===== src/rtl/mips_mc_control.sv =====
`default_nettype none
// ============================================================================
// Module   : mips_mc_control
// Purpose  : Main control FSM for the multicycle MIPS datapath. Sequences
//            fetch / decode / execute / memory / writeback steps from the
//            opcode held in the instruction register, and drives all write
//            enables and datapath mux selects. Memory steps wait on a ready
//            handshake so slow memories stall the sequence.
// Ports    : i_clk, i_reset           - clock, synchronous active-high reset
//            i_opcode                 - instr[31:26] from IR
//            i_zero                   - ALU zero flag (branch decision)
//            i_mem_ready              - memory finished current access
//            o_mem_req/o_iord/o_mem_write - memory request, address select,
//                                       write strobe
//            o_ir_write/o_pc_en/o_reg_write - register write enables
//            o_reg_dst/o_mem_to_reg/o_alu_src_a/o_alu_src_b/o_alu_op/
//            o_pc_src                 - datapath mux selects
//            o_illegal                - pulse on unsupported opcode in DECODE
// Revision : 1.0 - initial release
// ============================================================================
module mips_mc_control (
    input  logic       i_clk,
    input  logic       i_reset,
    input  logic [5:0] i_opcode,
    input  logic       i_zero,
    input  logic       i_mem_ready,
    output logic       o_mem_req,
    output logic       o_iord,
    output logic       o_mem_write,
    output logic       o_ir_write,
    output logic       o_pc_en,
    output logic       o_reg_write,
    output logic       o_reg_dst,
    output logic       o_mem_to_reg,
    output logic       o_alu_src_a,
    output logic [1:0] o_alu_src_b,
    output logic [1:0] o_alu_op,
    output logic [1:0] o_pc_src,
    output logic       o_illegal
);

    localparam logic [5:0] c_OP_RTYPE = 6'b000000;
    localparam logic [5:0] c_OP_LW    = 6'b100011;
    localparam logic [5:0] c_OP_SW    = 6'b101011;
    localparam logic [5:0] c_OP_BEQ   = 6'b000100;
    localparam logic [5:0] c_OP_ADDI  = 6'b001000;
    localparam logic [5:0] c_OP_J     = 6'b000010;

    typedef enum logic [3:0] {
        S_FETCH    = 4'd0,
        S_DECODE   = 4'd1,
        S_MEMADR   = 4'd2,
        S_MEMREAD  = 4'd3,
        S_MEMWB    = 4'd4,
        S_MEMWRITE = 4'd5,
        S_EXECUTE  = 4'd6,
        S_ALUWB    = 4'd7,
        S_BRANCH   = 4'd8,
        S_ADDIEXEC = 4'd9,
        S_ADDIWB   = 4'd10,
        S_JUMP     = 4'd11
    } state_t;

    state_t r_state;
    state_t w_next;

    logic w_pc_write;
    logic w_branch;

    // ------------------------------------------------------------------
    // State register
    // ------------------------------------------------------------------
    always_ff @(posedge i_clk) begin
        if (i_reset) begin
            r_state <= S_FETCH;
        end else begin
            r_state <= w_next;
        end
    end

    // ------------------------------------------------------------------
    // Next-state logic. The opcode only matters in DECODE and MEMADR.
    // ------------------------------------------------------------------
    always_comb begin
        w_next = r_state;
        case (r_state)
            S_FETCH:    if (i_mem_ready) w_next = S_DECODE;
            S_DECODE: begin
                case (i_opcode)
                    c_OP_LW, c_OP_SW: w_next = S_MEMADR;
                    c_OP_RTYPE:       w_next = S_EXECUTE;
                    c_OP_BEQ:         w_next = S_BRANCH;
                    c_OP_ADDI:        w_next = S_ADDIEXEC;
                    c_OP_J:           w_next = S_JUMP;
                    default:          w_next = S_FETCH;
                endcase
            end
            S_MEMADR: begin
                // The opcode is re-sampled here; anything other than lw/sw
                // abandons the instruction rather than touching memory.
                if (i_opcode == c_OP_LW)      w_next = S_MEMREAD;
                else if (i_opcode == c_OP_SW) w_next = S_MEMWRITE;
                else                          w_next = S_FETCH;
            end
            S_MEMREAD:  if (i_mem_ready) w_next = S_MEMWB;
            S_MEMWB:    w_next = S_FETCH;
            S_MEMWRITE: if (i_mem_ready) w_next = S_FETCH;
            S_EXECUTE:  w_next = S_ALUWB;
            S_ALUWB:    w_next = S_FETCH;
            S_BRANCH:   w_next = S_FETCH;
            S_ADDIEXEC: w_next = S_ADDIWB;
            S_ADDIWB:   w_next = S_FETCH;
            S_JUMP:     w_next = S_FETCH;
            default:    w_next = S_FETCH;
        endcase
    end

    // ------------------------------------------------------------------
    // Output decode. Reset forces every enable low and shows the FETCH
    // selects, regardless of whatever state the register still holds.
    // ------------------------------------------------------------------
    always_comb begin
        o_mem_req    = 1'b0;
        o_iord       = 1'b0;
        o_mem_write  = 1'b0;
        o_ir_write   = 1'b0;
        o_reg_write  = 1'b0;
        o_reg_dst    = 1'b0;
        o_mem_to_reg = 1'b0;
        o_alu_src_a  = 1'b0;
        o_alu_src_b  = 2'b00;
        o_alu_op     = 2'b00;
        o_pc_src     = 2'b00;
        o_illegal    = 1'b0;
        w_pc_write   = 1'b0;
        w_branch     = 1'b0;

        if (i_reset) begin
            o_alu_src_b = 2'b01;
        end else begin
            case (r_state)
                S_FETCH: begin
                    o_mem_req   = 1'b1;
                    o_alu_src_b = 2'b01;
                    // IR and PC only update on the cycle the fetch completes.
                    o_ir_write  = i_mem_ready;
                    w_pc_write  = i_mem_ready;
                end
                S_DECODE: begin
                    o_alu_src_b = 2'b11;
                    case (i_opcode)
                        c_OP_RTYPE, c_OP_LW, c_OP_SW,
                        c_OP_BEQ, c_OP_ADDI, c_OP_J: o_illegal = 1'b0;
                        default:                     o_illegal = 1'b1;
                    endcase
                end
                S_MEMADR: begin
                    o_alu_src_a = 1'b1;
                    o_alu_src_b = 2'b10;
                end
                S_MEMREAD: begin
                    o_mem_req = 1'b1;
                    o_iord    = 1'b1;
                end
                S_MEMWB: begin
                    o_mem_to_reg = 1'b1;
                    o_reg_write  = 1'b1;
                end
                S_MEMWRITE: begin
                    o_mem_req   = 1'b1;
                    o_iord      = 1'b1;
                    o_mem_write = 1'b1;
                end
                S_EXECUTE: begin
                    o_alu_src_a = 1'b1;
                    o_alu_op    = 2'b10;
                end
                S_ALUWB: begin
                    o_reg_dst   = 1'b1;
                    o_reg_write = 1'b1;
                end
                S_BRANCH: begin
                    o_alu_src_a = 1'b1;
                    o_alu_op    = 2'b01;
                    o_pc_src    = 2'b01;
                    w_branch    = 1'b1;
                end
                S_ADDIEXEC: begin
                    o_alu_src_a = 1'b1;
                    o_alu_src_b = 2'b10;
                end
                S_ADDIWB: begin
                    o_reg_write = 1'b1;
                end
                S_JUMP: begin
                    o_pc_src   = 2'b10;
                    w_pc_write = 1'b1;
                end
                default: begin
                    o_alu_src_b = 2'b01;
                end
            endcase
        end
    end

    assign o_pc_en = w_pc_write | (w_branch & i_zero);

endmodule
`default_nettype wire


===== config.mk =====
export PLATFORM = sky130hd
export DESIGN_NAME = mips_mc_control
export DESIGN_NICKNAME = d
export VERILOG_FILES = /design/src/rtl/mips_mc_control.sv
export SDC_FILE = /design/constraint.sdc
export NUM_CORES = 1
export LEC_CHECK = 0
export CAP_MARGIN = 10
export CORE_MARGIN = 1
export CORE_UTILIZATION = 42
export CTS_CLUSTER_DIAMETER = 50
export DETAILED_ROUTE_END_ITERATION = 12
export GPL_TIMING_DRIVEN = 0
export PLACE_DENSITY = 0.88
export SETUP_SLACK_MARGIN = 0.3
export SYNTH_ARGS = -nofsm -noshare
export SYNTH_HDL_FRONTEND = slang
export SYNTH_SLANG_ARGS = --single-unit

===== constraint.sdc =====
create_clock -name i_clk -period 2.3 [get_ports i_clk]
set_input_delay 0.46 -clock i_clk [delete_from_list [all_inputs] [get_ports i_clk]]
set_output_delay 0.46 -clock i_clk [all_outputs]
set_load 0.005 [all_outputs]

; ---- Word level (Yosys, flattened, before mapping)
; Index checks and enable logic that the tools add are counted.
[totals]
wordCells = 69
regBits = 4
[classes]
mux = 36
eq_ne = 19
bitwise_logic = 2
reduce_logical = 11
[op_table]
columns = operator, count
row1 = $pmux 4 s7, 1
row2 = $mux 1, 22
row3 = $pmux 4 s5, 1
row4 = $eq 4x3->1 const B, 4
row5 = $eq 4x4->1 const B, 4
row6 = $eq 6x6->1 const B, 2
row7 = $mux 4, 3
row8 = $eq 4x2->1 const B, 2
row9 = $pmux 2 s2, 2
row10 = $reduce_or 8->1, 1
row11 = $eq 6x2->1 const B, 1
row12 = $eq 6x3->1 const B, 1
row13 = $eq 6x4->1 const B, 1
row14 = $logic_not 6->1, 1
row15 = $mux 2, 3
row16 = $mux 3, 2
row17 = $ne 2x2->1 const B, 3
row18 = $pmux 2 s3, 1
row19 = $reduce_or 2->1, 3
row20 = $reduce_or 3->1, 2
row21 = $reduce_or 6->1, 1
row22 = $eq 4x1->1 const B, 1
row23 = $logic_not 4->1, 1
row24 = $reduce_or 4->1, 1
row25 = 4 further kinds, 4

; ---- Depth between registers and ports, before layout
[depth]
depth_word = 5
ltp_mapped = 5
mapped_depth_nobuf = 4

; ---- Worst setup path before layout
; OpenSTA, ideal clock, no wires.
[synth_timing]
kind = input to output
from = in i_reset
to = out o_pc_src[0]
path_stages = 5
setup_slack_ps = 574
arrival_ps = 1266
t_required_ps = 1840
path_buffers = 2
cell_sequence = clkbuf_1 -> nor2_1 -> nand2_1 -> nor3_1 -> buf_4
[synth_between]
elab_chain_cells = 1
[synth_rtl]
columns = item, line
row1 = start: declaration, 23  ; input logic i_reset,
row2 = $mux 2, 138  ; if (i_reset) begin
row3 = end: declaration, 38  ; output logic [1:0] o_pc_src,
; Every way passes these cells.

; ---- Final worst setup path
[layout_timing]
from = reg r_state[1]
to = out o_alu_src_b[1]
[layout_between]
elab_chain_cells = 4
word_cells_on_any_way = 15
[layout_rtl]
columns = item, line
row1 = start: declaration, 64  ; state_t r_state;
row2 = start signal: assignment, 77  ; r_state <= w_next;
row3 = $eq 4x4->1 (tied with other cells), 141  ; case (r_state)
row4 = $reduce_or 8->1 (no line) / $reduce_or 2->1 (equally long branches), -
row5 = $pmux 2 s3 *, 141
row6 = $mux 2 *, 138
row7 = end: declaration, 36  ; output logic [1:0] o_alu_src_b,
; Every way passes the cells marked *; elsewhere a longest branch is shown, timed or not.

==> reports/results.txt <==
Status - completed
Number of different library cells in the post-synthesis netlist - 35
CTS tree - built
Reg with most FFs - r_state
Arrival time worst endpoint - 1670 ps
Uppermost signal routing layer after detailed routing - met4
Number of global-route vias before repair - 773
Skew final - 9.58 ps
# H-tree levels - 1
Gate Count Post-Synth - 82
Most repeated cell in the gate-level netlist after synthesis - sky130_fd_sc_hd__nor2_1
Peak supply drop - 0.362 mV
Pre-CTS setup slack - -437 ps
Minimum clock period after layout - 2130 ps
Register area share after synthesis - 14.5%
Clock buffers created by TritonCTS - 3
Registers with the highest flip-flop counts - r_state x4
Final setup vio count - 0
Vert. Die Dim - 38.3 um
Largest net degree at the start of global routing - 11
Number of fill cells - 37
Power Density - 277 nW/um2
Clock root cell - sky130_fd_sc_hd__clkbuf_4
Capturing element type of the critical path - output port
Width of the chip - 38.3 um
Placer congestion estimate - 0.885
Post-layout worst setup margin - 170 ps
Synth top cells by count - sky130_fd_sc_hd__nor2_1 (9), sky130_fd_sc_hd__nand2_1 (8), sky130_fd_sc_hd__nor3_1 (8)
Port bufs - 24
Clock latency of the later-clocked register in the worst-skew pair - 250 ps
Total global routing track utilization - 33.6%
Post-layout instance count excluding filler cells - 139
Number of warning messages in the yosys log - 0
Number of flip-flops under the largest register name - 4
Library cell with the largest summed area after synthesis - sky130_fd_sc_hd__dfxtp_1
Relative max-transition margin - 68.5%
Fraction of registers with async set/reset - 0%
Fmax - 0.469 GHz
Max cap viols - 0
Average via count per standard cell - 6.76
Synth top area share - 14.5%
Remaining global-route overflow - 0
Initial cell density of the core - 47.2%
Number of antenna repair diodes - 0
Detailed Place HPWL - 1340 um
Final hold viol count - 0
Total Routed Length - 2980 um
Synth area leaders - sky130_fd_sc_hd__dfxtp_1 (14%), sky130_fd_sc_hd__nor3_1 (7.2%), sky130_fd_sc_hd__nor2_1 (6.1%)
Static Leakage - 0.000584 uW
Cell Count Post-Placement - 120
Standard-cell rows - 12
Slew at the pin closest to its max-slew limit - 468 ps
First-pass GRT wire length - 3350 um
Vias after detailed routing - 939
Initial antenna violation count - 0
Crit path required time - 1840 ps
Antenna-violating nets left - 0
Std-Cell Core Area - 1170 um2
Full die area - 1470 um2
Met1 layer wirelength in the final routing - 1050 um
Iteration count of the initial detailed-routing pass - 7
Sum of met3 wire segment lengths after detailed routing - 306 um
Highest fanout seen on the critical path - 4
Unrepaired setup endpoints after global routing - yes
Final core area utilization - 93.3%
Area growth from synthesis to layout - 97.5%
Path class of the lowest-slack min-delay path - primary input to flip-flop
Worst Reg-to-Reg Cells - 5
Cell Area, Synth - 553 um2
Length of routed met2 wiring - 1450 um
Final layout net count - 137
Number of synthesized register bits - 4
CTS clock-pin slew for the worst setup and hold paths - 50 ps
Number of max-slew violations in the final report - 0
Routed wire length per instance - 21.4 um
# clock sinks - 4
Iteration-0 DRC count of the detailed router - 49
Avg Synthesized Cell Area - 6.74 um2
Num ports - 26
Ratio of cells with drive above 1 in the final layout - 47.2%
Syn nets - 92
Primary FF master, synth - sky130_fd_sc_hd__dfxtp_1
Final critical-path share of the clock period - 92.6%
Cell depth of the worst min-delay path - 2
Worst slack on hold paths - 556 ps
Remaining design rule violation count - 0
Path type of the worst setup path - flip-flop to output port
Critical Path Start Type - flip-flop
Number of enable-type register cells in the synthesized netlist - 0
Number of buffers on the longest clock path - 2
## cell families (layout without fill, tap and decap cells)
kind of cell    count (synthesis)  in the layout  synth area share, %
compound gates                 20             20                 27.6
xor+xnor                        1              1                 1.58
buf+inv                        10             53                 9.05
flops                           4              4                 14.5
mux                             1              1                 1.81
simple gates                   46             46                 45.5
## routing by layer
metal  up-vias  track usage [%]
li1        384                -
met1       430             35.1
met2        93             54.7
met3        32             12.2
met4         0             24.1
met5         -                0
## through the flow
stage                     area [um2]  power [uW]  TNS [ps]
after global placement           811         156      -401
after global routing            1090         309         0
final                           1090         302         0
after CTS                        957         261         0
after detailed placement         811         159      -475
after floorplan                  553         118         0
## timing repair
action / 4_1_cts / 5_1_grt
setup buffers: 8 / 8
hold buffers: 0 / 0
pin swaps: 6 / 9
resized for setup: 52 / 27
endpoints found under the hold margin: 0 / 0
endpoints found under the setup margin: 16 / 10
## worst max-delay path, stage by stage, from the launching register on
cell	delay [ps]
sky130_fd_sc_hd__dfxtp_4	350
sky130_fd_sc_hd__buf_4	140
sky130_fd_sc_hd__and2b_2	200
sky130_fd_sc_hd__buf_4	140
sky130_fd_sc_hd__nand2_1	150
sky130_fd_sc_hd__a21boi_0	140
sky130_fd_sc_hd__dlygate4sd2_1	290
## final timing paths
check                    to       start  slack (ps)
max reg2reg      r_state[0]  r_state[1]         530
min              r_state[1]     i_reset         560
min reg2reg      r_state[3]  r_state[2]         730
max          o_alu_src_b[1]  r_state[1]         170
## cell type report
cell class / count / area, um2 / share of cell area, %
sequential: 4 / 85.1 / 7.79
tap: 14 / 17.5 / 1.60
timing repair buffer: 40 / 353 / 32.3
multi-input combinational: 68 / 536 / 49.0
buffer: 7 / 67.6 / 6.19
clock buffer: 3 / 22.5 / 2.06
inverter: 3 / 11.3 / 1.03
## cell usage in the layout, fill, tap and decap left out, types with 2 or more instances in the layout
master | netlist | final
sky130_fd_sc_hd__buf_4 | 2 | 16
sky130_fd_sc_hd__dfxtp_1 | 4 | 2
sky130_fd_sc_hd__nor2_1 | 9 | 6
sky130_fd_sc_hd__clkbuf_4 | 0 | 4
sky130_fd_sc_hd__dlygate4sd2_1 | 0 | 11
sky130_fd_sc_hd__nand2b_1 | 2 | 2
sky130_fd_sc_hd__nor4_1 | 3 | 2
sky130_fd_sc_hd__dlymetal6s2s_1 | 0 | 6
sky130_fd_sc_hd__a32oi_1 | 2 | 2
sky130_fd_sc_hd__nor2_4 | 0 | 2
sky130_fd_sc_hd__nor3_4 | 0 | 2
sky130_fd_sc_hd__clkbuf_2 | 0 | 2
sky130_fd_sc_hd__or2_4 | 0 | 2
sky130_fd_sc_hd__clkdlybuf4s50_1 | 0 | 2
sky130_fd_sc_hd__o21ai_1 | 0 | 2
sky130_fd_sc_hd__nand3_1 | 3 | 2
sky130_fd_sc_hd__inv_1 | 3 | 2
sky130_fd_sc_hd__nor3_1 | 8 | 4
sky130_fd_sc_hd__buf_6 | 0 | 5
sky130_fd_sc_hd__nand2_1 | 8 | 7
sky130_fd_sc_hd__a31oi_1 | 2 | 2
sky130_fd_sc_hd__nor3_2 | 1 | 3
sky130_fd_sc_hd__a21oi_1 | 4 | 3
sky130_fd_sc_hd__buf_2 | 4 | 3
sky130_fd_sc_hd__and2b_2 | 0 | 2
## power breakdown
group	internal, uW	switching, uW	total, uW
clock	59.1	40.1	99.3
combinational	62.3	67.4	130
sequential	70.9	2.27	73.2
(Power assumes the default switching activity.)
